<file path="config.mk">
export PLATFORM = sky130hd
export DESIGN_NAME = multicycle_controller
export DESIGN_NICKNAME = d
export VERILOG_FILES = /design/src/rtl/multicycle_controller.sv
export SDC_FILE = /design/constraint.sdc
export NUM_CORES = 1
export LEC_CHECK = 0
export CORE_UTILIZATION = 45
export DETAILED_ROUTE_END_ITERATION = 10
export HOLD_SLACK_MARGIN = 0.08
export PLACE_DENSITY_LB_ADDON = 0.1
export RECOVER_POWER = 100
export SKIP_LAST_GASP = 1
export SLEW_MARGIN = 20
export SYNTH_ARGS = -nofsm -noshare
export SYNTH_HDL_FRONTEND = slang
export SYNTH_SLANG_ARGS = --single-unit
</file>
<file path="constraint.sdc">
create_clock -name clock -period 3.6 [get_ports clock]
set_clock_uncertainty 0.05 [all_clocks]
set_input_delay 0.9 -clock clock [delete_from_list [all_inputs] [get_ports clock]]
set_output_delay 0.9 -clock clock [all_outputs]
set_load 0.03 [all_outputs]
</file>
<file path="src/rtl/multicycle_controller.sv">
// Multi-cycle MIPS sequencer: walks each instruction through fetch/decode/execute/memory/writeback,
// stalls on the unified memory via mem_ready, and counts retired instructions.
//
// state  | meaning
// FETCH  | read instruction at PC, PC+4; load IR and PC on mem_ready
// DECODE | compute branch target, dispatch on op/func
// MEMADR | ALUOut = A + sign-ext imm (lw/sw address)
// MEMRD  | read data memory at ALUOut
// MEMWB  | write MDR to rt
// MEMWR  | write B to memory at ALUOut
// EXEC   | R-type ALU operation on A, B
// RWB    | write ALUOut to rd
// BRANCH | compare A, B; take branch on zero
// JUMP   | load PC with jump target
// IEXEC  | addi: A + sign-ext imm
// IWB    | write ALUOut to rt
module multicycle_controller (
    input  logic        clock,
    input  logic        reset,
    input  logic [5:0]  op,
    input  logic [5:0]  func,
    input  logic        zero,
    input  logic        mem_ready,
    output logic        pc_write,
    output logic        ir_write,
    output logic        iord,
    output logic        mem_read,
    output logic        mem_write,
    output logic        regdst,
    output logic        memtoreg,
    output logic        regwrite,
    output logic        alusrc_a,
    output logic [1:0]  alusrc_b,
    output logic [2:0]  alu_ctrl,
    output logic [1:0]  pc_src,
    output logic        illegal,
    output logic [3:0]  state,
    output logic [31:0] retired
);

    typedef enum logic [3:0] {
        FETCH  = 4'd0,
        DECODE = 4'd1,
        MEMADR = 4'd2,
        MEMRD  = 4'd3,
        MEMWB  = 4'd4,
        MEMWR  = 4'd5,
        EXEC   = 4'd6,
        RWB    = 4'd7,
        BRANCH = 4'd8,
        JUMP   = 4'd9,
        IEXEC  = 4'd10,
        IWB    = 4'd11
    } state_t;

    localparam logic [5:0] OP_RTYPE = 6'b000000;
    localparam logic [5:0] OP_LW    = 6'b100011;
    localparam logic [5:0] OP_SW    = 6'b101011;
    localparam logic [5:0] OP_BEQ   = 6'b000100;
    localparam logic [5:0] OP_J     = 6'b000010;
    localparam logic [5:0] OP_ADDI  = 6'b001000;

    localparam logic [5:0] FN_NOP = 6'b000000;
    localparam logic [5:0] FN_ADD = 6'b100000;
    localparam logic [5:0] FN_SUB = 6'b100010;
    localparam logic [5:0] FN_AND = 6'b100100;
    localparam logic [5:0] FN_OR  = 6'b100101;
    localparam logic [5:0] FN_SLT = 6'b101010;

    localparam logic [2:0] ALU_ADD = 3'b010;
    localparam logic [2:0] ALU_SUB = 3'b110;
    localparam logic [2:0] ALU_AND = 3'b000;
    localparam logic [2:0] ALU_OR  = 3'b001;
    localparam logic [2:0] ALU_SLT = 3'b111;

    state_t cur_state, nxt_state;
    logic   retire;

    logic       pc_write_c, ir_write_c, iord_c, mem_read_c, mem_write_c;
    logic       regdst_c, memtoreg_c, regwrite_c, alusrc_a_c, illegal_c;
    logic [1:0] alusrc_b_c, pc_src_c;
    logic [2:0] alu_ctrl_c;

    always_ff @(posedge clock or posedge reset) begin
        if (reset) begin
            cur_state <= FETCH;
            retired   <= '0;
        end else begin
            cur_state <= nxt_state;
            if (retire)
                retired <= retired + 32'd1;
        end
    end

    always_comb begin
        nxt_state   = cur_state;
        retire      = 1'b0;
        pc_write_c  = 1'b0;
        ir_write_c  = 1'b0;
        iord_c      = 1'b0;
        mem_read_c  = 1'b0;
        mem_write_c = 1'b0;
        regdst_c    = 1'b0;
        memtoreg_c  = 1'b0;
        regwrite_c  = 1'b0;
        alusrc_a_c  = 1'b0;
        alusrc_b_c  = 2'b00;
        alu_ctrl_c  = ALU_AND;
        pc_src_c    = 2'b00;
        illegal_c   = 1'b0;
        case (cur_state)
            FETCH: begin
                mem_read_c = 1'b1;
                alusrc_b_c = 2'b01;
                alu_ctrl_c = ALU_ADD;
                if (mem_ready) begin
                    ir_write_c = 1'b1;
                    pc_write_c = 1'b1;
                    nxt_state  = DECODE;
                end
            end
            DECODE: begin
                alusrc_b_c = 2'b11;
                alu_ctrl_c = ALU_ADD;
                nxt_state  = FETCH;
                case (op)
                    OP_LW, OP_SW: nxt_state = MEMADR;
                    OP_BEQ:       nxt_state = BRANCH;
                    OP_J:         nxt_state = JUMP;
                    OP_ADDI:      nxt_state = IEXEC;
                    OP_RTYPE: begin
                        case (func)
                            FN_ADD, FN_SUB, FN_AND, FN_OR, FN_SLT: nxt_state = EXEC;
                            FN_NOP:  retire    = 1'b1;
                            default: illegal_c = 1'b1;
                        endcase
                    end
                    default: illegal_c = 1'b1;
                endcase
            end
            MEMADR: begin
                alusrc_a_c = 1'b1;
                alusrc_b_c = 2'b10;
                alu_ctrl_c = ALU_ADD;
                nxt_state  = (op == OP_LW) ? MEMRD : MEMWR;
            end
            MEMRD: begin
                mem_read_c = 1'b1;
                iord_c     = 1'b1;
                if (mem_ready)
                    nxt_state = MEMWB;
            end
            MEMWB: begin
                regwrite_c = 1'b1;
                memtoreg_c = 1'b1;
                nxt_state  = FETCH;
                retire     = 1'b1;
            end
            MEMWR: begin
                mem_write_c = 1'b1;
                iord_c      = 1'b1;
                if (mem_ready) begin
                    nxt_state = FETCH;
                    retire    = 1'b1;
                end
            end
            EXEC: begin
                alusrc_a_c = 1'b1;
                nxt_state  = RWB;
                case (func)
                    FN_SUB:  alu_ctrl_c = ALU_SUB;
                    FN_AND:  alu_ctrl_c = ALU_AND;
                    FN_OR:   alu_ctrl_c = ALU_OR;
                    FN_SLT:  alu_ctrl_c = ALU_SLT;
                    default: alu_ctrl_c = ALU_ADD;
                endcase
            end
            RWB: begin
                regwrite_c = 1'b1;
                regdst_c   = 1'b1;
                nxt_state  = FETCH;
                retire     = 1'b1;
            end
            BRANCH: begin
                alusrc_a_c = 1'b1;
                alu_ctrl_c = ALU_SUB;
                pc_src_c   = 2'b01;
                pc_write_c = zero;
                nxt_state  = FETCH;
                retire     = 1'b1;
            end
            JUMP: begin
                pc_src_c   = 2'b10;
                pc_write_c = 1'b1;
                nxt_state  = FETCH;
                retire     = 1'b1;
            end
            IEXEC: begin
                alusrc_a_c = 1'b1;
                alusrc_b_c = 2'b10;
                alu_ctrl_c = ALU_ADD;
                nxt_state  = IWB;
            end
            IWB: begin
                regwrite_c = 1'b1;
                nxt_state  = FETCH;
                retire     = 1'b1;
            end
            default: nxt_state = FETCH;
        endcase
    end

    // Reset blanks every strobe asynchronously, even though FETCH would otherwise request memory.
    assign pc_write  = pc_write_c  & ~reset;
    assign ir_write  = ir_write_c  & ~reset;
    assign iord      = iord_c      & ~reset;
    assign mem_read  = mem_read_c  & ~reset;
    assign mem_write = mem_write_c & ~reset;
    assign regdst    = regdst_c    & ~reset;
    assign memtoreg  = memtoreg_c  & ~reset;
    assign regwrite  = regwrite_c  & ~reset;
    assign alusrc_a  = alusrc_a_c  & ~reset;
    assign alusrc_b  = reset ? 2'b00 : alusrc_b_c;
    assign alu_ctrl  = reset ? 3'b000 : alu_ctrl_c;
    assign pc_src    = reset ? 2'b00 : pc_src_c;
    assign illegal   = illegal_c   & ~reset;
    assign state     = cur_state;

endmodule

</file>
==> reports/results.ini <==
[run_status]
status = finished with violations
violations = capacitance limit, slew limit

[layout]
fin_util_pct = 63.9
postLayoutCellArea_um2 = 3060
area_delta_synth_final_pct = 35.5
final_layout_size_suffix_gt1_share_pct = 6.40
fillers = 440
layout_common_cells = dlygate4sd3_1, dfrtp_1, nor2_1, nand2_1, nor3_1
instances_no_fill = 395
antenna_cells = 0
layout.cells.most_common = dlygate4sd3_1
nNetsFinal = 344

[die]
placementRows = 25
core-area_um2 = 4790
die_y_um = 72.8
start_util_pct = 47.1
io-pin-count = 69
die-area_um2 = 5300
die_width_um = 72.8

[timing]
hold_viol = 0
period_share_pct = 96.1
fin_ws_ns = 0.140
max_freq_mhz = 289
finalSetupTns_ns = 0
fin_crit_ns = 3.46
setup_viol_count_final = 0
relSlewSlack_pct = -26.7
drv_slew = 37
tightest_slew_ns = 1.90
rsz0062_at_grt = false
hold_ws_ns = 0.408

[worst_setup_path]
startpoint_type = input port
cpMaxStageDelayCell = dlygate4sd3_1
crit_path_max_fanout = 6
crit_path_end_kind = output pin
crit_arrival_ns = 2.51
path_cells = dlygate4sd3_1 > xor2_1 > o211ai_1 > o21ai_0 > nor4_2 > buf_4
worst_ep_required_time_ns = 2.65
crit_type = in -> out
max_stage_delay_ns = 0.63

[grt]
grt_pass1_vias = 1869
antenna_found_initial = 0
grt_start_max_net_pins = 37
gr-usage-all-layers_pct = 21.4
gr-total-overflow = 0
grt_pass1_wl_mm = 8.83

[power_and_ir_drop]
p_leak_nw = 1.38
p_total_mw = 0.932
irDropWorstVdd_mv = 0.309
powerDensity_nw_per_um2 = 305

[clock_network]
cts_buffers = 5
cts_resized = 0
cts_hold_buffers = 0
max-clock-path-buffers = 2
cts_setup_buffers = 0
clock_latency_ns = 0.29
cts_tree = built
htreeDepth = 2
path_clk_slew_ns = 0.06
clock-sinks = 36
cts_root_buffer = clkbuf_8

[logic_synthesis]
yosysSeqAreaShare_pct = 39.9
synthFlopType = dfrtp_1
yosysUniqueCellTypes = 45
synthesis.nets = 270
synth_seq_cells = 36
syn_area_per_cell_um2 = 8.92
syn_inst = 253
synth_edf_count = 0
async_reset_ff_share_pct = 100
yosys_warnings = 0
synth_area_um2 = 2260

[place]
placed_area_um2 = 3050
place_inst = 387
io_buffer_count = 68
place.gp.congestion = 0.855
post-place-ws_ns = 0.0628
dp_hpwl_mm = 3.98

[route]
drt-wirelength-per-cell_um = 13.4
drt_wl_total_mm = 5.29
ant_nets = 0
drtPass1Iterations = 4
vias_per_cell = 5.32
num_vias = 2103
first_iter_violations = 93
drc_errors = 0

[min_path]
worst_hold_path_type = reg -> reg

[job]
cap_violations = 1

-- area by class of cell --
type	count	area [µm²]	share of cell area (%)
Sequential cell	36	901	29.5
Timing Repair Buffer	80	711	23.3
Inverter	6	26.3	0.860
Multi-Input combinational cell	198	1240	40.7
Clock buffer	8	90.1	2.95
Tap cell	67	83.8	2.74
-- metal layers --
metal / share of wire [%] / vias to the layer above / wire (µm) / global-route usage, %
met5: 0 / - / 0 / 0
met4: 0.72 / 0 / 38 / 6.54
met3: 4.8 / 4 / 253 / 3.31
met2: 44 / 54 / 2330 / 33.4
met1: 50 / 987 / 2670 / 30.7
li1: - / 1058 / - / -
-- critical path, delay by kind of cell --
family / cells / cell delay (ns)
compound gates: 2 / 0.42
simple gates: 1 / 0.17
xor+xnor: 1 / 0.19
buf+inv: 2 / 0.83
-- Yosys cell counts (2+ instances only) --
library cell	number	area, µm²
dfrtp_1	36	901
nor2_1	28	105
nand2_1	20	75.1
xor2_1	17	149
nand3_1	15	75.1
xnor2_1	15	131
nor3_1	13	65.1
clkbuf_1	9	33.8
a21oi_1	8	40.0
nand4_1	7	43.8
inv_1	6	22.5
nand2b_1	6	37.5
nor2b_1	6	37.5
and2_1	5	31.3
and4_1	5	43.8
nor3_2	5	50.1
nor4_1	5	31.3
o21ai_0	5	25.0
and3_1	4	25.0
buf_2	3	15.0
o22a_1	3	26.3
or3_1	3	18.8
a211oi_1	2	15.0
a21boi_0	2	15.0
nor4b_1	2	17.5
o221ai_1	2	17.5
o22ai_1	2	12.5
o32ai_1	2	17.5
-- flip-flops by register name (all words and copies together) (netlist names) --
name / cells
retired: 32
state: 4
-- cell families (layout without fill, tap and decap cells) --
logic type               count (synthesis)  count (layout)  synth area share (%)
buffers and inverters                   19              94                  3.49
AND/OR/NAND/NOR                        127             127                  30.1
XOR/XNOR                                32              32                  12.4
AO/OA/AOI/OAI                           36              36                  12.5
flip-flops                              36              36                  39.9
adder cells (fa/ha/maj)                  2               2                 0.998
multiplexers                             1               1                 0.499
-- power breakdown --
| group | switching (mW) | internal [mW] |
|---|---|---|
| Clock | 0.136 | 0.156 |
| Sequential | 0.0228 | 0.423 |
| Combinational | 0.114 | 0.0812 |
| Total | 0.272 | 0.660 |
-- final timing paths --
path / start / endpoint / slack (ns) / cells past startpoint
setup / recovery: op[1] / illegal / 0.14 / 6
hold / removal: retired[31] / retired[31] / 0.41 / 1
setup reg to reg: state[3] / retired[20] / 0.98 / 7
hold reg to reg: retired[31] / retired[31] / 0.41 / 1
max in group asynchronous: reset / retired[0] / 0.99 / 3
min in group asynchronous: reset / state[0] / 1.42 / 3
Note: power is estimated with default switching activity, not from simulation.
